$ cat src/rtl/cart_loader.sv
// cart_loader: buffers HPS ioctl cartridge bytes in a small FIFO and commits them to cart memory.
// Define CART_LOADER_ZERO_FILL_EN to pad the image with 0x00 up to a power-of-two size before done.
module cart_loader #(
    parameter int ADDR_W     = 17,
    parameter int FIFO_DEPTH = 4,
    parameter int CART_INDEX = 1
) (
    input  logic              clk_sys,
    input  logic              reset,
    input  logic              ioctl_download,
    input  logic              ioctl_wr,
    input  logic [24:0]       ioctl_addr,
    input  logic [7:0]        ioctl_dout,
    input  logic [7:0]        ioctl_index,
    output logic              ioctl_wait,
    input  logic [3:0]        force_bs_in,
    input  logic              sc_in,
    output logic [ADDR_W-1:0] mem_addr,
    output logic [7:0]        mem_din,
    output logic              mem_we,
    input  logic              mem_ack,
    output logic [31:0]       cart_size,
    output logic [3:0]        bs,
    output logic              sc,
    output logic              done,
    output logic              overflow
);
    localparam int PTR_W = $clog2(FIFO_DEPTH);
    localparam int CNT_W = PTR_W + 1;

    // state | meaning
    // IDLE  | after reset, waiting for the first download
    // LOAD  | download window open, bytes accepted into the FIFO
    // DRAIN | window closed, FIFO still committing to memory
    // FILL  | zero padding up to the power-of-two image size
    // DONE  | cart fully in memory, bs/sc latched
    typedef enum logic [2:0] {IDLE, LOAD, DRAIN, FILL, DONE} state_t;

    state_t               state;
    logic                 download_q;
    logic [ADDR_W+7:0]    fifo_mem [FIFO_DEPTH];
    logic [PTR_W-1:0]     wr_ptr, rd_ptr, rd_ptr_nxt;
    logic [CNT_W-1:0]     count, count_next;
    logic                 dl_rise, dl_fall, accept, in_range, fifo_full, push, pop;
    logic                 unused_bits;

    assign unused_bits = ^ioctl_index[7:6];
    assign dl_rise     = ioctl_download & ~download_q;
    assign dl_fall     = ~ioctl_download & download_q;
    assign accept      = (state == LOAD) & ioctl_download & ioctl_wr
                       & (ioctl_index[5:0] == 6'(CART_INDEX));
    assign in_range    = (ioctl_addr[24:ADDR_W] == '0);
    assign fifo_full   = (count == CNT_W'(FIFO_DEPTH));
    assign push        = accept & in_range & ~fifo_full;
    assign pop         = mem_we & mem_ack & (state != FILL);
    assign rd_ptr_nxt  = rd_ptr + PTR_W'(1);

    always_comb begin
        count_next = count;
        if (push && !pop)
            count_next = count + CNT_W'(1);
        else if (pop && !push)
            count_next = count - CNT_W'(1);
    end

`ifdef CART_LOADER_ZERO_FILL_EN
    logic [32:0] fill_addr, fill_next, fill_limit;

    assign fill_next = fill_addr + 33'd1;

    // Smallest power of two >= max(cart_size, 2048), capped at the memory size.
    always_comb begin
        fill_limit = 33'd1 << ADDR_W;
        for (int i = ADDR_W - 1; i >= 11; i--)
            if ({1'b0, cart_size} <= (33'd1 << i))
                fill_limit = 33'd1 << i;
    end
`endif

    always_ff @(posedge clk_sys) begin
        if (push)
            fifo_mem[wr_ptr] <= {ioctl_addr[ADDR_W-1:0], ioctl_dout};
    end

    always_ff @(posedge clk_sys or posedge reset) begin
        if (reset) begin
            wr_ptr     <= '0;
            rd_ptr     <= '0;
            count      <= '0;
            ioctl_wait <= 1'b0;
        end else begin
            if (push)
                wr_ptr <= wr_ptr + PTR_W'(1);
            if (pop)
                rd_ptr <= rd_ptr_nxt;
            count      <= count_next;
            // One slot of slack covers the HPS reacting a cycle late.
            ioctl_wait <= (count_next >= CNT_W'(FIFO_DEPTH - 1));
        end
    end

    always_ff @(posedge clk_sys or posedge reset) begin
        if (reset) begin
            state      <= IDLE;
            download_q <= 1'b0;
            mem_we     <= 1'b0;
            mem_addr   <= '0;
            mem_din    <= '0;
            cart_size  <= '0;
            bs         <= '0;
            sc         <= 1'b0;
            done       <= 1'b0;
            overflow   <= 1'b0;
`ifdef CART_LOADER_ZERO_FILL_EN
            fill_addr  <= '0;
`endif
        end else begin
            download_q <= ioctl_download;

            if (accept) begin
                cart_size <= {7'd0, ioctl_addr} + 32'd1;
                if (!in_range || fifo_full)
                    overflow <= 1'b1;
            end

            if (state != FILL) begin
                if (mem_we && mem_ack) begin
                    if (count > CNT_W'(1))
                        {mem_addr, mem_din} <= fifo_mem[rd_ptr_nxt];
                    else
                        mem_we <= 1'b0;
                end else if (!mem_we && count != '0) begin
                    {mem_addr, mem_din} <= fifo_mem[rd_ptr];
                    mem_we              <= 1'b1;
                end
            end

            case (state)
                IDLE, DONE: begin
                    if (dl_rise) begin
                        state     <= LOAD;
                        done      <= 1'b0;
                        overflow  <= 1'b0;
                        cart_size <= '0;
                    end
                end
                LOAD: begin
                    if (dl_fall)
                        state <= DRAIN;
                end
                DRAIN: begin
                    if (count == '0 && !mem_we) begin
`ifdef CART_LOADER_ZERO_FILL_EN
                        state     <= FILL;
                        fill_addr <= {1'b0, cart_size};
`else
                        state <= DONE;
                        bs    <= force_bs_in;
                        sc    <= sc_in;
                        done  <= 1'b1;
`endif
                    end
                end
`ifdef CART_LOADER_ZERO_FILL_EN
                FILL: begin
                    if (mem_we) begin
                        if (mem_ack) begin
                            fill_addr <= fill_next;
                            if (fill_next < fill_limit)
                                mem_addr <= ADDR_W'(fill_next);
                            else
                                mem_we <= 1'b0;
                        end
                    end else if (fill_addr < fill_limit) begin
                        mem_addr <= ADDR_W'(fill_addr);
                        mem_din  <= 8'h00;
                        mem_we   <= 1'b1;
                    end else begin
                        state <= DONE;
                        bs    <= force_bs_in;
                        sc    <= sc_in;
                        done  <= 1'b1;
                    end
                end
`endif
                default: state <= IDLE;
            endcase
        end
    end
endmodule

$ cat config.mk
export PLATFORM = sky130hd
export DESIGN_NAME = cart_loader
export DESIGN_NICKNAME = d
export VERILOG_FILES = /design/src/rtl/cart_loader.sv
export SDC_FILE = /design/constraint.sdc
export NUM_CORES = 1
export LEC_CHECK = 0
export BUFFER_PORTS_ARGS = -buffer_cell sky130_fd_sc_hd__buf_4
export CELL_PAD_IN_SITES_DETAIL_PLACEMENT = 0
export CELL_PAD_IN_SITES_GLOBAL_PLACEMENT = 1
export CORE_AREA = 2 2 139 128
export DETAILED_ROUTE_END_ITERATION = 10
export DIE_AREA = 0 0 141 130
export GPL_TIMING_DRIVEN = 0
export PLACE_DENSITY = 0.84
export SYNTH_ARGS = -nofsm -noshare
export SYNTH_HDL_FRONTEND = slang
export SYNTH_SLANG_ARGS = --single-unit
$ cat constraint.sdc
create_clock -name clk_sys -period 3.5 [get_ports clk_sys]
set_clock_uncertainty 0.2 [all_clocks]
set_input_delay 0.35 -clock clk_sys [delete_from_list [all_inputs] [get_ports clk_sys]]
set_output_delay 0.35 -clock clk_sys [all_outputs]
set_load 0.05 [all_outputs]
Word level (Yosys, flattened, before mapping):

Memory sizes are Yosys's and may differ from the RTL's.
Index checks and enable logic that the tools add are counted.
Widths: inputs -> output; s select.

* $lt $le $gt $ge: 2
* reductions and logical operators: 22
* equal/unequal tests: 11
* multiplexer cells: 27
* add/sub/neg operators: 5
* bitwise operators: 12

Operators by type and width (number)
* $mux 32: 3
* $mux 17: 3
* $add 25x1->26 const B: 1
* $mux 8: 3
* $mux 3: 5
* $reduce_and 3->1: 4
* $mux 1: 11
* $and 1x1->1: 9
* $pmux 3 s3: 1
* $logic_not 8->1: 1
* $ne 2x2->1 const B: 4
* $eq 3x3->1 const B: 2
* $eq 6x1->1 const B: 1
* $logic_not 3->1: 2
* $logic_and 1x1->1: 5
* $add 2x1->2 const B: 2
* $logic_not 1->1: 4
* $reduce_bool 2->1: 2
* $add 3x1->3 const B: 1
* $eq 3x1->1 const B: 1
* $eq 3x2->1 const B: 1
* $ge 3x2->1 const B: 1
* $gt 3x1->1 const B: 1
* $ne 3x2->1 const B: 1
* 8 further kinds: 10

* memory bits (writable): 100
* flip-flop bits (word level): 77
* input bits: 51
* memories kept: 1
* output and inout bits: 66
* logic and storage cells: 94

Memory list
* fifo_mem: words 4, bits a word 25, rd ports 2, clocked after Yosys merged registers in 0, write ports 1, line 41 `logic [ADDR_W+7:0] fifo_mem [FIFO_DEPTH];`

Depth between registers and ports, before layout:

* word-level depth: 11
* depth in mapped cells: 8
* gate-level depth less buffers: 7

Worst setup path after synthesis:

Ideal clock, no wire load.

* path kind: flip-flop to flip-flop
* start point: register state[1]
* end point: memory fifo_mem[0][0] (netlist bit) (enable)
* path slack: 1099 ps
* buffers on the path: 3
* arrival: 1842 ps
* stages on the path, launching flop included: 7
* data required time: 2941 ps
* clock period less this slack: 2401 ps
* setup time: 359 ps
* path through: dfrtp_1 -> buf_2 -> nor3b_2 -> and3_2 -> buf_2 -> clkbuf_1 -> and3_2

* cells in the longest elaborated chain, start to end: 8

Ends and longest elaborated chain
* start, declared: line 39 `state_t state;`
* start signal, assigned: line 104 `state <= IDLE;`
* start signal, assigned: line 141 `state <= LOAD;`
* start signal, assigned: line 149 `state <= DRAIN;`
* $eq 3x1->1: line 50 `assign accept = (state == LOAD) & ioctl_download & ioctl_wr`
* $and 1x1->1 (2 in a row): line 50
* $and 1x1->1: line 51 `& (ioctl_index[5:0] == 6'(CART_INDEX));`
* $and 1x1->1 (2 in a row): line 54 `assign push = accept & in_range & ~fifo_full;`
* $mux 1: line 81 `if (push)`
* $mux 1 (implied by the code): line 82 `fifo_mem[wr_ptr] <= {ioctl_addr[ADDR_W-1:0], ioctl_dout};`
* end, declared: line 41

No other way between the ends.

Worst setup path after layout:

* start point: input ioctl_download
* end point: memory fifo_mem[1][10] (netlist bit) (enable)

* cells in the longest elaborated chain, start to end: 7

Ends and longest elaborated chain
* start, declared: line 10 `input logic ioctl_download,`
* $and 1x1->1 (2 in a row): line 50
* $and 1x1->1: line 51
* $and 1x1->1 (2 in a row): line 54
* $mux 1: line 81
* $mux 1 (implied by the code): line 82

No other way between the ends.

==> impl_metrics.yaml <==
drt:
  vias_per_cell: 5.87
  vias: 6439
  drt_iter0_drc: 563
  dr.pass1.iters: 6
  ant_nets: 0
  wirelength_um: 21600
  drc: 0
  wl_per_cell_um: 19.7
min_path:
  hold_depth: 3
  holdPathEnd: "cart_size[25]"
  hp-start: "ioctl_addr[24]"
  hold_path_class: "in2reg"
sta:
  setup_ws_ns: 0.356
  tightestPinTransition_ns: 0.804
  hold_viol: 0
  fmax_ghz: 0.318
  slew_headroom_pct: 46.0
  setup_violations: 0
  fin_setup_tns_ns: 0
  fin_crit_ns: 3.14
  rsz0062_at_grt: "false"
  drv_slew: 0
  whs_ns: 0.0178
  post-route-period-util_pct: 89.8
floorplanning:
  die_y_um: 130
  initial_core_util_pct: 47.5
  coreArea_sq_um: 17100
  num_rows: 46
  dieArea_sq_um: 18300
  die_width_um: 141
  pin_count: 117
setup_path:
  path_buf_inv: 4
  crit_start: "ioctl_download"
  start_kind: "input port"
  cp_slowest_cell: "and3_2"
  cp_common_cell: "and3_2"
  r2r-end: "fifo_mem[1][10]"
  reg2reg_slack_ns: 0.36
  critPathTopFamily: "buffers and inverters"
  required_ns: 3.36
  worst_r2r_path_depth: 6
  end_kind: "flop"
  arrival_ns: 3.01
  worstPathMaxFanout: 25
  crit_chain: "dlygate4sd3_1 > buf_4 > nor4b_2 > and3_2 > buf_2 > clkbuf_1 > and3_2"
  cp_slowest_stage_delay_ns: 0.76
  rr_startpoint: "state[1]"
  worstSetupPathType: "in2reg"
synth:
  synth_area_sq_um: 8120
  yosys_warnings: 0
  synth_top_area_cell: "edfxtp_1"
  synth_top_area_share_pct: 37.0
  syn_nets: 762
  syn_inst: 702
  synthFlopType: "edfxtp_1"
  synth-seq-cells: 177
  synth_area_per_cell_sq_um: 11.6
  ys_types: 47
  ys_top_cells_by_area: "edfxtp_1 37%, dfrtp_1 24%, o21ai_0 5.7%"
  synth_edf_count: 100
  synthArstFlopShare_pct: 43.5
  ys_seq_area_share_pct: 60.7
pwr:
  p_leak_nw: 3.99
  ir_drop_mv: 0.494
  p_total_mw: 7.76
  power.density_nw_per_um2: 762
placement:
  dpl_worst_slack_ns: 0.385
  numPortBuffers: 114
  gp_congestion: 0.814
  place_inst: 1033
  hpwl_um: 14800
clocking:
  clkLatencyLatePin_ns: 0.44
  htreeDepth: 4
  cts-resized-gates: 0
  clockBufferDepth: 2
  post_cts_buffers: 0
  cts_tree: "done"
  clockRootBuffer: "clkbuf_16"
  numCtsBuffers: 17
  clkTransAtPathRegs_ns: 0.07
  cts.sinks: 177
global_route:
  track_usage_pct: 23.8
  overflow: 0
  grt_pass1_vias: 6305
  grt_use_met2_pct: 39.0
  grt_use_met1_pct: 31.9
  antenna_found_initial: 0
  grt_max_degree: 42
  busiest_layer: "met2"
  grt_use_met3_pct: 4.07
  grt_pass1_wl_um: 33300
run_status:
  outcome: "complete, no violations"
final_layout:
  instances_no_fill: 1097
  drive_above_1_share_pct: 22.7
  area_growth_pct: 25.4
  diodes: 0
  final_nets: 928
flow_run:
  drv_cap: 0
==> timing repair <==
action,4_1_cts,5_1_grt
endpoints found under the setup margin,0,0
hold endpoints to repair,143,0
hold buffers,32,0
==> cell type report <==
type	count	area, sq um
Buffer	52	219
Timing Repair Buffer	147	1200
Multi-Input combinational cell	460	2930
Inverter	13	51.3
Fill cell	1386	6910
Sequential cell	177	4930
Tap cell	216	270
Clock buffer	23	500
Clock inverter	9	91.3
==> synthesized netlist by cell type, types with 9 or more instances <==
cell type	instances
o21ai_0	93
nor3b_1	27
o22ai_1	25
nor2_1	24
nor3_1	37
clkbuf_1	39
ha_1	9
mux2_2	30
o221ai_1	25
inv_1	13
dfrtp_1	77
nand2_1	67
xnor2_1	24
a21oi_1	25
edfxtp_1	100
==> state kept, by name, summed over array words and instances, names as in the netlist, 2 cells and up <==
register and cells:
wr_ptr 2, mem_addr 17, mem_din 8, fifo_mem 100, rd_ptr 2, count 3, bs 4, state 3
cart_size 32
==> cell families after synthesis <==
logic type               Yosys count  share of synthesized area, %
AO/OA/AOI/OAI                    184                          13.4
XOR/XNOR                          28                          3.02
adder cells (fa/ha/maj)            9                          1.39
buffers and inverters             65                          3.30
flip-flops                       177                          60.7
multiplexers                      30                          4.16
AND/OR/NAND/NOR                  209                          14.1
==> cell usage in the layout, fill, tap and decap left out, types with 9 or more instances in the layout <==
cell type and n:
o221ai_1 25, nor2_1 24, nor3_1 37, edfxtp_1 100, dfrtp_1 77, dlygate4sd3_1 32
o21ai_0 93, clkbuf_16 19, xnor2_1 24, inv_1 12, o22ai_1 25, mux2_2 30
nor3b_1 27, a21oi_1 25, clkbuf_1 42, nand2_1 67, ha_1 9, buf_4 114
==> worst max path at each step <==
stage                      endpoint  slack (ns)  cells past startpoint
finish              fifo_mem[1][10]        0.36                      7
global route        fifo_mem[1][11]        0.19                      6
CTS                 fifo_mem[1][10]        0.37                      6
detailed placement   fifo_mem[1][6]        0.38                      6
global placement         mem_din[5]        0.01                      2
floorplan                     bs[0]        0.98                      1
==> per-stage QoR <==
stage / util, % / instance area [sq um]
final: 59.6 / 10200
after floorplan: - / 8120
after global routing: 59.6 / 10200
after CTS: 59.6 / 10200
after global placement: 54.1 / 9250
after detailed placement: 54.2 / 9270
==> tightest hold or removal path, cell delays in order <==
cell and delay [ns]:
buf_4 0.13, nand4_1 0.07, a21oi_1 0.07
==> power breakdown <==
part,total [mW],internal [mW],leakage [nW],switching (mW)
clock,1.90,1.09,0.293,0.812
combinational,3.28,1.06,1.81,2.22
sequential,2.58,2.45,1.89,0.129
==> routing by layer <==
| layer | routed length, um | share of wire, % | up-vias |
|---|---|---|---|
| met5 | 0 | 0 | - |
| met4 | 409 | 1.9 | 0 |
| met3 | 1490 | 6.9 | 37 |
| met2 | 10300 | 48 | 313 |
| met1 | 9390 | 43 | 3142 |
| li1 | - | - | 2947 |
Power figures use the tool's default switching activity.
